File: config.mk
export PLATFORM = sky130hd
export DESIGN_NAME = uart_rx_param
export DESIGN_NICKNAME = d
export VERILOG_FILES = /design/src/rtl/uart_rx_param.sv
export SDC_FILE = /design/constraint.sdc
export NUM_CORES = 1
export LEC_CHECK = 0
export BUFFER_PORTS_ARGS = -buffer_cell sky130_fd_sc_hd__buf_2
export CAP_MARGIN = 15
export CELL_PAD_IN_SITES_DETAIL_PLACEMENT = 0
export CELL_PAD_IN_SITES_GLOBAL_PLACEMENT = 1
export CORE_ASPECT_RATIO = 1.75
export CORE_UTILIZATION = 35
export DETAILED_ROUTE_END_ITERATION = 8
export PLACE_DENSITY = 0.74
export SETUP_SLACK_MARGIN = 0.1
export SLEW_MARGIN = 40
export SYNTH_ARGS = -nofsm -noshare
export SYNTH_HDL_FRONTEND = slang
export SYNTH_SLANG_ARGS = --single-unit
File: constraint.sdc
create_clock -name clk -period 2.1 [get_ports clk]
set_clock_uncertainty 0.2 [all_clocks]
set_input_delay 0.42 -clock clk [delete_from_list [all_inputs] [get_ports clk]]
set_output_delay 0.42 -clock clk [all_outputs]
set_load 0.02 [all_outputs]
File: src/rtl/uart_rx_param.sv
// Oversampling UART receiver with runtime-configurable framing (5..9 data bits,
// parity, one or two stop bits), break detection and a small status FIFO.
module uart_rx_param #(
    parameter int OVERSAMPLE = 16,
    parameter int FIFO_DEPTH = 4
) (
    input  logic       clk,
    input  logic       reset_n,
    input  logic       baud_tick,
    input  logic       rx,
    input  logic [3:0] data_bits,
    input  logic [1:0] parity_mode,
    input  logic       two_stop,
    output logic [8:0] rx_data,
    output logic       rx_valid,
    input  logic       rx_ready,
    output logic       parity_err,
    output logic       framing_err,
    output logic       break_det,
    output logic       overflow,
    input  logic       clear_overflow,
    output logic       rx_busy,
    output logic [2:0] state_dbg
);

    localparam int PW = $clog2(OVERSAMPLE);
    localparam int AW = $clog2(FIFO_DEPTH);
    localparam logic [PW-1:0] PH_S0  = PW'(OVERSAMPLE/2 - 1);
    localparam logic [PW-1:0] PH_S1  = PW'(OVERSAMPLE/2);
    localparam logic [PW-1:0] PH_S2  = PW'(OVERSAMPLE/2 + 1);
    localparam logic [PW-1:0] PH_END = PW'(OVERSAMPLE - 1);

    typedef enum logic [2:0] {
        IDLE    = 3'd0,
        START   = 3'd1,
        DATA    = 3'd2,
        PARITY  = 3'd3,
        STOP1   = 3'd4,
        STOP2   = 3'd5,
        BRKWAIT = 3'd6
    } state_t;

    state_t        state;
    logic [1:0]    sync_q;
    logic          rx_s;
    logic [PW-1:0] phase;
    logic          s0, s1;
    logic          maj;
    logic [3:0]    bit_cnt;
    logic [3:0]    nbits_q;
    logic [3:0]    nbits_in;
    logic          par_en_q, par_odd_q, two_stop_q;
    logic [8:0]    data_q;
    logic          par_bit_q, pe_q, fe_q;
    logic          brk;
    logic          push;
    logic [11:0]   push_word;
    logic          at_s0, at_s1, at_dec, at_end;

    // Synchronizer idles high so reset release never looks like a start edge.
    always_ff @(posedge clk or negedge reset_n) begin
        if (!reset_n) sync_q <= 2'b11;
        else          sync_q <= {sync_q[0], rx};
    end
    assign rx_s = sync_q[1];

    assign maj      = (s0 & s1) | (s0 & rx_s) | (s1 & rx_s);
    assign at_s0    = (phase == PH_S0);
    assign at_s1    = (phase == PH_S1);
    assign at_dec   = (phase == PH_S2);
    assign at_end   = (phase == PH_END);
    assign nbits_in = (data_bits < 4'd5) ? 4'd5 : (data_bits > 4'd9) ? 4'd9 : data_bits;
    assign brk      = (data_q == '0) && !(par_en_q && par_bit_q) && !maj;

    always_ff @(posedge clk or negedge reset_n) begin
        if (!reset_n) begin
            state      <= IDLE;
            phase      <= '0;
            s0         <= 1'b1;
            s1         <= 1'b1;
            bit_cnt    <= '0;
            nbits_q    <= '0;
            par_en_q   <= 1'b0;
            par_odd_q  <= 1'b0;
            two_stop_q <= 1'b0;
            data_q     <= '0;
            par_bit_q  <= 1'b0;
            pe_q       <= 1'b0;
            fe_q       <= 1'b0;
            push       <= 1'b0;
            push_word  <= '0;
        end else begin
            push <= 1'b0;
            if (baud_tick) begin
                case (state)
                    IDLE: begin
                        if (!rx_s) begin
                            // Framing config is captured here and held for the whole character.
                            state      <= START;
                            phase      <= '0;
                            nbits_q    <= nbits_in;
                            par_en_q   <= (parity_mode == 2'b01) || (parity_mode == 2'b10);
                            par_odd_q  <= (parity_mode == 2'b10);
                            two_stop_q <= two_stop;
                            data_q     <= '0;
                            bit_cnt    <= '0;
                            par_bit_q  <= 1'b0;
                            pe_q       <= 1'b0;
                            fe_q       <= 1'b0;
                        end
                    end
                    BRKWAIT: begin
                        if (rx_s) state <= IDLE;
                    end
                    default: begin
                        phase <= at_end ? '0 : phase + 1'b1;
                        if (at_s0) s0 <= rx_s;
                        if (at_s1) s1 <= rx_s;
                        case (state)
                            START: begin
                                if (at_dec && maj) begin
                                    state <= IDLE;
                                    phase <= '0;
                                end else if (at_end) begin
                                    state <= DATA;
                                end
                            end
                            DATA: begin
                                if (at_dec) data_q[bit_cnt] <= maj;
                                if (at_end) begin
                                    if (bit_cnt == nbits_q - 4'd1)
                                        state <= par_en_q ? PARITY : STOP1;
                                    else
                                        bit_cnt <= bit_cnt + 4'd1;
                                end
                            end
                            PARITY: begin
                                if (at_dec) begin
                                    par_bit_q <= maj;
                                    pe_q      <= (^data_q) ^ maj ^ par_odd_q;
                                end
                                if (at_end) state <= STOP1;
                            end
                            STOP1: begin
                                if (at_dec) begin
                                    if (brk) begin
                                        push      <= 1'b1;
                                        push_word <= {1'b1, 1'b1, pe_q, data_q};
                                        state     <= BRKWAIT;
                                        phase     <= '0;
                                    end else if (!two_stop_q) begin
                                        push      <= 1'b1;
                                        push_word <= {1'b0, ~maj, pe_q, data_q};
                                        state     <= IDLE;
                                        phase     <= '0;
                                    end else begin
                                        fe_q <= ~maj;
                                    end
                                end else if (at_end) begin
                                    state <= STOP2;
                                end
                            end
                            STOP2: begin
                                if (at_dec) begin
                                    push      <= 1'b1;
                                    push_word <= {1'b0, fe_q | ~maj, pe_q, data_q};
                                    state     <= IDLE;
                                    phase     <= '0;
                                end
                            end
                            default: ;
                        endcase
                    end
                endcase
            end
        end
    end

    assign rx_busy   = (state != IDLE);
    assign state_dbg = state;

    // FIFO: extra pointer bit separates full from empty; a pop frees its slot
    // in the same cycle so a simultaneous push into a full FIFO still lands.
    logic [11:0] mem [FIFO_DEPTH];
    logic [AW:0] wptr, rptr;
    logic        empty, full, pop, wr_en;
    logic [11:0] head;

    assign empty = (wptr == rptr);
    assign full  = (wptr[AW] != rptr[AW]) && (wptr[AW-1:0] == rptr[AW-1:0]);
    assign pop   = !empty && rx_ready;
    assign wr_en = push && (!full || pop);

    always_ff @(posedge clk or negedge reset_n) begin
        if (!reset_n) begin
            wptr     <= '0;
            rptr     <= '0;
            overflow <= 1'b0;
            for (int i = 0; i < FIFO_DEPTH; i++) mem[i] <= '0;
        end else begin
            if (wr_en) begin
                mem[wptr[AW-1:0]] <= push_word;
                wptr              <= wptr + 1'b1;
            end
            if (pop) rptr <= rptr + 1'b1;
            if (push && full && !pop) overflow <= 1'b1;
            else if (clear_overflow)  overflow <= 1'b0;
        end
    end

    assign head        = mem[rptr[AW-1:0]];
    assign rx_valid    = !empty;
    assign rx_data     = rx_valid ? head[8:0] : '0;
    assign parity_err  = rx_valid & head[9];
    assign framing_err = rx_valid & head[10];
    assign break_det   = rx_valid & head[11];

endmodule

==> flow_summary.ini <==
[pwr]
ir_drop_v = 0.000561
total_leakage_power_nw = 3.31
powerDensity_nw_per_um2 = 1180
p_total_w = 0.00839

[yosys]
ys_types = 60
ys_ff_latch = 102
yosysWarnings = 0
netlist_instances = 452
synth_flop_cell = dfrtp_1
yosysTopAreaCell = dfrtp_1
synth_top_area_share_pct = 46.2
syn-cell-area_um2 = 5310
seq_area_frac_synth_pct = 48.2
avgSynthCellArea_um2 = 11.7
synth_nets = 483
synth_edf_count = 0
async_flop_share_pct = 100
yosys-top-cells-area = dfrtp_1 46%, mux2_2 12%, mux4_2 5.1%, ha_1 4.2%, xnor2_1 2.3%

[layout]
num-fill-cells = 1302
n_antenna_cell = 0
area_growth_syn_to_layout_pct = 33.8
final_nets = 587
drive_above_1_share_pct = 51.2

[cts]
root_buffer = clkbuf_16
clock_path_buffers = 2
numCtsBuffers = 9
clk_latency_ns = 0.35
clk_pin_slew_ns = 0.07
cts.sinks = 102
cts_tree = yes
cts-htree-levels = 3

[timing]
hold_viol = 0
setup_tns_ns = -3.68
relSlewSlack_pct = 65.4
layout_min_cycle_time_ns = 2.39
report.final.slew_viol_count = 0
fmax_ghz = 0.419
rsz0062_at_grt = true
setup_violations = 24
finalWorstSetupSlack_ns = -0.287
period_share_pct = 114
worstMarginPinSlew_ns = 0.519

[placement]
gp_congestion = 0.865
portBuffers = 30
place_hpwl_um = 8550

[critical_path]
crit_fanout = 13
crit_required_ns = 1.48
reg2regPathDepth = 7
crit_arrival_ns = 1.77
critical_path_class = flop to primary output
cp-end-kind = primary output
startpoint_type = flop

[global_route]
gr-usage-met2_pct = 31.7
first_global_vias = 4109
busiest_layer = met2
antenna_found_initial = 0
grt_max_degree = 38
grt_pass1_wl_um = 20200
gr-usage-met3_pct = 2.30
use_met1_pct = 18.2
gr-total-overflow = 0
grtUsageTotal_pct = 17.0

[die]
die_h_um = 165
rows = 59
coreArea_um2 = 14800
fp.dieW_um = 95.1
initial_core_util_pct = 35.8
ios = 31
die_area_um2 = 15700

[drt]
drtPass1Iterations = 4
final_antenna_net_count = 0
vias = 3885
routed_wl_um = 12300
drtIter0Drc = 91
drc = 0
viasPerCell = 5.22
post_drt_wl_per_cell_um = 16.5

[hold_path]
hp-class = input port to flop
hold_depth = 2

[run_status]
violations = negative setup slack
status = finished with violations

[run]
maxCapViolCount = 0
==> logic make-up after synthesis <==
group	count (synthesis)	share of synthesized area, %
DFF	102	48.2
and+or+nand+nor	117	12.1
muxes	71	17.6
buffers and inverters	51	4.90
AOI/OAI and AO/OA	72	9.24
xor gates and xnor gates	20	3.56
adders and majority gates	19	4.46
==> cell usage in the layout, fill, tap and decap left out, drive strengths merged, types with 2 or more instances in the layout <==
master	instances
clkinvlp	3
nor3b	5
a21o	2
dfrtp	98
dlygate4sd3	2
a21oi	16
nand3	11
nand4b	2
nor2	13
nor4	5
nor3	17
dfstp	4
and3	2
o31ai	2
xnor2	14
mux2i	2
nand4	4
nor2b	14
inv	29
o21ai	22
or4b	2
mux4	12
buf	115
xor2	5
ha	18
or2	2
o2bb2ai	9
mux2	57
nand3b	4
nand2	31
clkbuf	10
o31a	3
o211ai	5
o41ai	2
==> synth_stat cells, drive strengths merged, types with 5 or more instances <==
library cell / instances
dfrtp: 98
mux2: 57
nand2: 31
inv: 26
o21ai: 22
buf: 18
ha: 18
nor3: 17
a21oi: 16
nor2b: 14
xnor2: 14
nor2: 13
mux4: 12
nand3: 11
o2bb2ai: 9
clkbuf: 7
nor3b: 5
nor4: 5
o211ai: 5
xor2: 5
==> sequential cells by signal (all words and copies together) (netlist names) <==
signal and cells:
push 1, phase 4, state_dbg 3, s0 1
data_q 9, mem 48, s1 1, bit_cnt 4
par_odd_q 1, push_word 12, par_bit_q 1, sync_q 2
par_en_q 1, nbits_q 4, pe_q 1, fe_q 1
rptr 3, wptr 3, two_stop_q 1, overflow 1
==> critical path, cell delays in order, from the launching register on <==
cell	delay, ns
dfrtp_1	0.40
buf_12	0.18
mux4_2	0.52
nor2b_1	0.14
buf_4	0.15
==> final timing paths <==
| check | from | to | slack [ns] |
|---|---|---|---|
| min reg2reg | sync_q[0] | sync_q[1] | 0.16 |
| max reg2reg | s1 | phase[2] | -0.08 |
| min in group asynchronous | reset_n | phase[2] | 0.38 |
| min | clear_overflow | overflow | 0.05 |
| max in group asynchronous | reset_n | mem[10] | 0.76 |
| max | rptr[0] | rx_data[8] | -0.29 |
==> report_power, final <==
part,total (W),internal [W],switching (W)
Combinational,0.00409,0.00203,0.00206
Clock,0.00171,0.000941,0.000770
Sequential,0.00259,0.00228,0.000310
Total,0.00839,0.00525,0.00314
==> per-layer routing <==
| metal | part of all wire (%) | wire length [µm] |
|---|---|---|
| met2 | 58 | 7090 |
| met5 | 0 | 0 |
| met4 | 3.3 | 402 |
| met1 | 37 | 4490 |
| met3 | 2.6 | 320 |
==> final cells by class <==
class / count / area (µm²) / share of cell area, %
multi-input combinational: 299 / 2970 / 41.8
sequential: 102 / 2560 / 36.0
timing repair buffer: 118 / 940 / 13.2
tap: 183 / 229 / 3.22
clock buffer: 9 / 225 / 3.17
inverter: 26 / 97.6 / 1.37
clock inverter: 7 / 81.3 / 1.14
==> per-stage QoR <==
step | std cells | util (%) | hold slack [ns] | area (µm²) | setup WS, ns
3_3_place_gp | 688 | 40.6 | 0.148 | 6020 | -0.179
4_1_cts | 732 | 45.2 | 0.0383 | 6710 | -0.308
5_1_grt | 744 | 47.9 | 0.0606 | 7100 | -0.352
3_5_place_dp | 688 | 40.6 | 0.155 | 6020 | -0.271
6_report | 744 | 47.9 | 0.0484 | 7100 | -0.287
2_1_floorplan | 452 | - | -0.0756 | 5430 | 0.0210
==> timing repair <==
item / CTS / global route
setup buffers: 25 / 12
gates cloned: 1 / 1
setup endpoints to repair: 92 / 95
hold buffers: 2 / 0
endpoints found under the hold margin: 31 / 0
gates resized for setup: 43 / 79
pin swaps: 20 / 25
Power figures use the tool's default switching activity.
